### src/rtl/sobel_pkg.sv
// Shared Sobel pipeline types and frame geometry.
// Used by the pixel streamer, line buffer and filter stages.
package sobel_pkg;

    localparam int WIDTH  = 128;
    localparam int HEIGHT = 128;
    localparam int AW     = 14;
    localparam int COL_W  = 7;
    localparam int ROW_W  = 8;
    localparam int RA_W   = AW - COL_W;

    typedef enum logic [2:0] {
        S_IDLE,
        S_PRIME,
        S_STREAM,
        S_FLUSH,
        S_FIN
    } state_t;

endpackage

### src/rtl/frame_pixel_streamer_if.sv
// Frame streamer bus: control, frame memory read port and beat output.
// master = streamer side, slave = memory/line-buffer/controller side.
interface frame_pixel_streamer_if;
    import sobel_pkg::*;

    logic             start;
    logic             hold;
    logic             mem_en;
    logic [AW-1:0]    mem_addr;
    logic [7:0]       mem_rdata;
    logic [7:0]       pixel_out;
    logic             enable;
    logic [ROW_W-1:0] row_count;
    logic [COL_W-1:0] col_count;
    logic             busy;
    logic             done;

    modport master (
        input  start, hold, mem_rdata,
        output mem_en, mem_addr, pixel_out, enable,
        output row_count, col_count, busy, done
    );

    modport slave (
        output start, hold, mem_rdata,
        input  mem_en, mem_addr, pixel_out, enable,
        input  row_count, col_count, busy, done
    );

endinterface

### src/rtl/raster_counter.sv
// Raster position counter (fetch side) with column wrap and row carry.
// Flags mark the last column, the flush row and the final flush position.
module raster_counter
    import sobel_pkg::*;
(
    input  logic             clk,
    input  logic             xrst,
    input  logic             clear,
    input  logic             step,
    output logic [ROW_W-1:0] row,
    output logic [COL_W-1:0] col,
    output logic             last_col,
    output logic             flush_row,
    output logic             last_pos
);

    assign last_col  = (col == COL_W'(WIDTH - 1));
    assign flush_row = (row == ROW_W'(HEIGHT));
    assign last_pos  = flush_row & last_col;

    // advance one raster position per step; frozen when step is low
    always_ff @(posedge clk or negedge xrst) begin
        if (!xrst) begin
            row <= '0;
            col <= '0;
        end else if (clear) begin
            row <= '0;
            col <= '0;
        end else if (step) begin
            col <= last_col ? '0 : col + 1'b1;
            if (last_col) begin
                row <= row + 1'b1;
            end
        end
    end

endmodule

### src/rtl/frame_pixel_streamer.sv
// Raster-scan frame source for the 3x3 window line buffer.
// Streams HEIGHT rows then replays the bottom row once as a flush row.
module frame_pixel_streamer
    import sobel_pkg::*;
(
    input logic                    clk,
    input logic                    xrst,
    frame_pixel_streamer_if.master bus
);

    state_t           state;
    logic             pending;
    logic             busy_q;
    logic             done_q;
    logic             mem_en_q;
    logic [ROW_W-1:0] row_q;
    logic [COL_W-1:0] col_q;

    logic [ROW_W-1:0] f_row;
    logic [COL_W-1:0] f_col;
    logic             f_last_col;
    logic             f_flush;
    logic             f_end;

    logic             issue;
    logic             clear;
    logic             step;
    logic [RA_W-1:0]  addr_row;

    // fetch counter runs one position ahead of the beat on the bus
    assign issue = pending & ~bus.hold;
    assign clear = (state == S_IDLE) & bus.start;
    assign step  = ~bus.hold & ((state == S_PRIME) | pending) & ~f_end;

    raster_counter u_cnt (
        .clk       (clk),
        .xrst      (xrst),
        .clear     (clear),
        .step      (step),
        .row       (f_row),
        .col       (f_col),
        .last_col  (f_last_col),
        .flush_row (f_flush),
        .last_pos  (f_end)
    );

    // flush row re-reads the bottom image row
    assign addr_row = f_flush ? RA_W'(HEIGHT - 1) : f_row[RA_W-1:0];

    assign bus.mem_addr  = {addr_row, f_col};
    assign bus.mem_en    = mem_en_q & ~bus.hold;
    assign bus.pixel_out = bus.mem_rdata;
    assign bus.enable    = issue;
    assign bus.row_count = row_q;
    assign bus.col_count = col_q;
    assign bus.busy      = busy_q;
    assign bus.done      = done_q;

    // frame sequencer: prime first read, stream, flush, pulse done
    always_ff @(posedge clk or negedge xrst) begin
        if (!xrst) begin
            state    <= S_IDLE;
            pending  <= 1'b0;
            busy_q   <= 1'b0;
            done_q   <= 1'b0;
            mem_en_q <= 1'b0;
            row_q    <= '0;
            col_q    <= '0;
        end else begin
            done_q <= 1'b0;
            unique case (state)
                S_IDLE: begin
                    if (bus.start) begin
                        state    <= S_PRIME;
                        busy_q   <= 1'b1;
                        mem_en_q <= 1'b1;
                    end
                end
                S_PRIME: begin
                    if (!bus.hold) begin
                        state   <= S_STREAM;
                        pending <= 1'b1;
                        row_q   <= f_row;
                        col_q   <= f_col;
                    end
                end
                S_STREAM: begin
                    if (issue) begin
                        row_q <= f_row;
                        col_q <= f_col;
                        if (f_flush) begin
                            state <= S_FLUSH;
                        end
                    end
                end
                S_FLUSH: begin
                    if (issue) begin
                        if (col_q == COL_W'(WIDTH - 1)) begin
                            state    <= S_FIN;
                            pending  <= 1'b0;
                            busy_q   <= 1'b0;
                            done_q   <= 1'b1;
                            mem_en_q <= 1'b0;
                        end else begin
                            row_q <= f_row;
                            col_q <= f_col;
                        end
                    end
                end
                S_FIN: begin
                    state <= S_IDLE;
                end
                default: begin
                    state <= S_IDLE;
                end
            endcase
        end
    end

endmodule

### src/flat_wrapper.sv
// flat-port wrapper written by rule: the top's interface ports become plain ports
module frame_pixel_streamer_flat import sobel_pkg::*;
  (clk, xrst, bus_start, bus_hold, bus_mem_rdata, bus_mem_en, bus_mem_addr, bus_pixel_out, bus_enable, bus_row_count, bus_col_count, bus_busy, bus_done);
  frame_pixel_streamer_if bus_i ();
  input logic clk;
  input logic xrst;
  input wire logic [$bits(bus_i.start)-1:0] bus_start;
  input wire logic [$bits(bus_i.hold)-1:0] bus_hold;
  input wire logic [$bits(bus_i.mem_rdata)-1:0] bus_mem_rdata;
  output wire logic [$bits(bus_i.mem_en)-1:0] bus_mem_en;
  output wire logic [$bits(bus_i.mem_addr)-1:0] bus_mem_addr;
  output wire logic [$bits(bus_i.pixel_out)-1:0] bus_pixel_out;
  output wire logic [$bits(bus_i.enable)-1:0] bus_enable;
  output wire logic [$bits(bus_i.row_count)-1:0] bus_row_count;
  output wire logic [$bits(bus_i.col_count)-1:0] bus_col_count;
  output wire logic [$bits(bus_i.busy)-1:0] bus_busy;
  output wire logic [$bits(bus_i.done)-1:0] bus_done;
  assign bus_i.start = bus_start;
  assign bus_i.hold = bus_hold;
  assign bus_i.mem_rdata = bus_mem_rdata;
  assign bus_mem_en = bus_i.mem_en;
  assign bus_mem_addr = bus_i.mem_addr;
  assign bus_pixel_out = bus_i.pixel_out;
  assign bus_enable = bus_i.enable;
  assign bus_row_count = bus_i.row_count;
  assign bus_col_count = bus_i.col_count;
  assign bus_busy = bus_i.busy;
  assign bus_done = bus_i.done;
  frame_pixel_streamer u_core (.clk(clk), .xrst(xrst), .bus(bus_i));
endmodule
### config.mk
export PLATFORM = sky130hd
export DESIGN_NAME = frame_pixel_streamer_flat
export DESIGN_NICKNAME = d
export VERILOG_FILES = /design/src/rtl/sobel_pkg.sv /design/src/rtl/frame_pixel_streamer_if.sv /design/src/rtl/raster_counter.sv /design/src/rtl/frame_pixel_streamer.sv /design/src/flat_wrapper.sv
export SDC_FILE = /design/constraint.sdc
export NUM_CORES = 1
export LEC_CHECK = 0
export ABC_AREA = 0
export BUFFER_PORTS_ARGS = -buffer_cell sky130_fd_sc_hd__buf_2
export CAP_MARGIN = 15
export CORE_MARGIN = 3
export CORE_UTILIZATION = 53
export CTS_BUF_LIST = sky130_fd_sc_hd__clkbuf_8
export CTS_CLUSTER_SIZE = 30
export DETAILED_ROUTE_END_ITERATION = 8
export GPL_TIMING_DRIVEN = 1
export PLACE_DENSITY = 0.81
export SLEW_MARGIN = 20
export SYNTH_ARGS = -nofsm -noshare
export SYNTH_HDL_FRONTEND = slang
export SYNTH_SLANG_ARGS = --single-unit
export TNS_END_PERCENT = 1
### constraint.sdc
create_clock -name clk -period 2.6 [get_ports clk]
set_input_delay 0.13 -clock clk [delete_from_list [all_inputs] [get_ports clk]]
set_output_delay 0.13 -clock clk [all_outputs]
set_load 0.005 [all_outputs]
==> results.md <==
* Outcome: completed
* Count of different cell masters after synthesis at 39
* Synthesis-to-finish area growth at 14.9%
* Relative slew slack at 0.463
* I/O Pins at 53
* Final Cell Area at 2110 µm²
* Worst path slowest cell: or4b_4
* Initial Utilization at 0.577
* FFs w/ async S/R, synth at 1.00
* Critical path, cell by cell: or4b_4 > a211o_1 > or4_1 > a21oi_1
* Fillcell total at 260
* Final instance count without filler cells at 256
* Final ANT Viol Nets at 0
* Clock Path Buffers at 2
* Final TNS setup at 0 ns
* Gpl congestion at 0.868
* Number of synthesis warnings at 0
* Layout cells sized above 1 at 0.307
* Total power at 1.59 mW
* 1st-iter DRT viols at 94
* Final Cycle Share at 0.885
* Core Util, Final at 0.663
* Vias per cell at 5.73
* Data arrival time of the worst path at 2.51 ns
* CTS resizes at 0
* Hold/Removal Path Class: in -> reg
* Post-Place Cells at 248
* Total wire length at 4020 µm
* Top cell type's share of synthesized area at 0.491
* # diodes at 0
* Crit end category: flip-flop
* Crit Path Class: reg -> reg
* Post-Syn Area at 1830 µm²
* Crit Path Max Fanout at 13
* DRC violations left at 0
* Slew Viols, Final at 0
* Syn Area/Cell at 10.2 µm²
* FF/Latch Area at 901 µm²
* Most common cell in the netlist: dfrtp_1
* Critical Path Start Type: flip-flop
* Detailed-route via count at 1467
* Worst skew pair latency at 0.28 ns
* Number of synthesized register bits at 36
* Global route overflow at 0
* Cell Pwr Density at 754 nW/µm²
* Setup Viol. Count Final at 0
* GR Util All Layers at 0.212
* Antenna violations before repair at 0
* RSZ-0062 raised after global routing: false
* Multi-input gate area at 827 µm²
* Clk sink count at 36
* Count of final hold-check violations at 0
* Syn Inst Count at 179
* Dominant cell type by area after synthesis: dfrtp_1
* Max Cap Viol at 0
* Rows at 20
* Slew @ Worst Pin at 0.805 ns
* CTS buffer count at 5
* Crit-path max cell delay at 0.59 ns
* Sequential area share after synthesis at 0.491
* Drt pass-1 iters at 4
* Port Buffers at 36
* Core Region at 3180 µm²
* Die Wd at 64.8 µm
* Global-route wire length before repair at 6780 µm
* Final nets at 227
* CTS H-tree lvls at 2
* Die height at 64.8 µm
* Net count after synthesis at 194
* Routed length per instance at 15.7 µm
* Final min period at 2.30 ns
* Dpl cell area at 2000 µm²
* Number of synthesized flops with an enable pin at 0
* Largest net degree at the start of global routing at 37
* Worst-path clk slew at 0.07 ns
* Root buffer cell: clkbuf_8
* Worst endpoint required time at 2.80 ns
* Vias in the first global route at 1404
* Die Area at 4200 µm²
* Post-detail-place hpwl at 2880 µm
* Max Clk Rate at 0.435 GHz
* Lkg Pwr at 1.05 nW
* Area contributors post-synth: dfrtp_1 49%, mux2_2 9.2%, nand2_1 3.9%
* Top cells by count, synth: 36 x dfrtp_1, 19 x nand2_1, 15 x mux2_2, 11 x a21oi_1, 11 x nor2_1
* Peak supply drop at 0.501 mV
* Layout Skew at 0.00179 ns
* CTS tree: done
* Top FF cell, synth: dfrtp_1
[timing repair]
item | CTS | global route
hold endpoints to repair | 36 | 0
setup buffers | 0 | 0
hold buffers | 1 | 0
[cells in the final DEF, fill, tap and decap left out, types with 2 or more instances in the layout]
| master | count |
|---|---|
| nor2_1 | 11 |
| buf_2 | 36 |
| buf_4 | 3 |
| clkbuf_8 | 7 |
| nor2b_1 | 2 |
| nor3_1 | 2 |
| mux2_2 | 15 |
| nor4b_1 | 2 |
| o22ai_1 | 2 |
| o21a_1 | 3 |
| a21oi_1 | 11 |
| and3_1 | 2 |
| nand3_1 | 10 |
| dfrtp_1 | 36 |
| a311oi_1 | 4 |
| nand4_1 | 3 |
| a211oi_1 | 4 |
| inv_1 | 4 |
| nand2_1 | 19 |
| o21ai_0 | 5 |
| o31ai_1 | 3 |
| ha_1 | 3 |
| nand2b_1 | 7 |
| or4_1 | 3 |
[cell type report]
cell class | instances | area share
clock buffer | 7 | 0.0457
sequential | 36 | 0.428
tap | 44 | 0.0261
multi-input combinational | 125 | 0.393
timing repair buffer | 40 | 0.101
inverter | 4 | 0.00713
[logic make-up (layout without fill, tap and decap cells)]
logic type,count (synthesis),count (layout),share of synthesized area
DFF,36,36,0.491
and+or+nand+nor,70,70,0.205
AOI/OAI and AO/OA,37,37,0.133
muxes,15,15,0.0921
adders and majority gates,3,3,0.0205
buffers and inverters,18,51,0.0580
[critical path, delay by kind of cell, from the launching register on]
family,cells,cell delay [ns]
AOI/OAI and AO/OA,2,0.61
and+or+nand+nor,2,1.13
DFF,1,0.48
[path summary, 6_finish.rpt]
| path | from | to | slack [ns] | depth (start not counted) |
|---|---|---|---|---|
| setup / recovery | u_core.state[1] | u_core.u_cnt.row[6] | 0.30 | 4 |
| hold / removal | bus_hold | u_core.pending | 0.23 | 4 |
| setup reg to reg | u_core.state[1] | u_core.u_cnt.row[6] | 0.30 | 4 |
| hold reg to reg | u_core.bus.row_count[3] | u_core.bus.row_count[3] | 0.50 | 1 |
| max in group asynchronous | xrst | u_core.bus.col_count[2] | 1.62 | 2 |
| min in group asynchronous | xrst | u_core.bus.row_count[3] | 0.48 | 2 |
[state kept, by name (all words and copies together), names as in the netlist]
signal,flops
u_core.bus.busy,1
u_core.bus.col_count,7
u_core.bus.done,1
u_core.bus.row_count,8
u_core.pending,1
u_core.state,3
u_core.u_cnt.col,7
u_core.u_cnt.row,8
[layer usage]
| metal | vias to the layer above | routed length (µm) | GRT usage |
|---|---|---|---|
| met1 | 712 | 1780 | 0.272 |
| met3 | 5 | 226 | 0.0520 |
| li1 | 712 | - | - |
| met5 | - | 0 | 0 |
| met2 | 38 | 1970 | 0.335 |
| met4 | 0 | 46 | 0.100 |
[power by group]
group          switching (mW)  total (mW)  internal, mW
clock network           0.183       0.419         0.236
logic                   0.180       0.382         0.202
registers               0.123       0.787         0.665
total                   0.486        1.59          1.10
[metrics by stage]
stage                     hold slack (ns)  setup slack [ns]
after detailed placement            0.253             0.314
after global placement              0.249             0.400
final                               0.233             0.299
after global routing                0.260             0.203
after CTS                           0.224             0.304
after floorplan                    -0.166             0.528
Note: power is estimated with default switching activity, not from simulation.
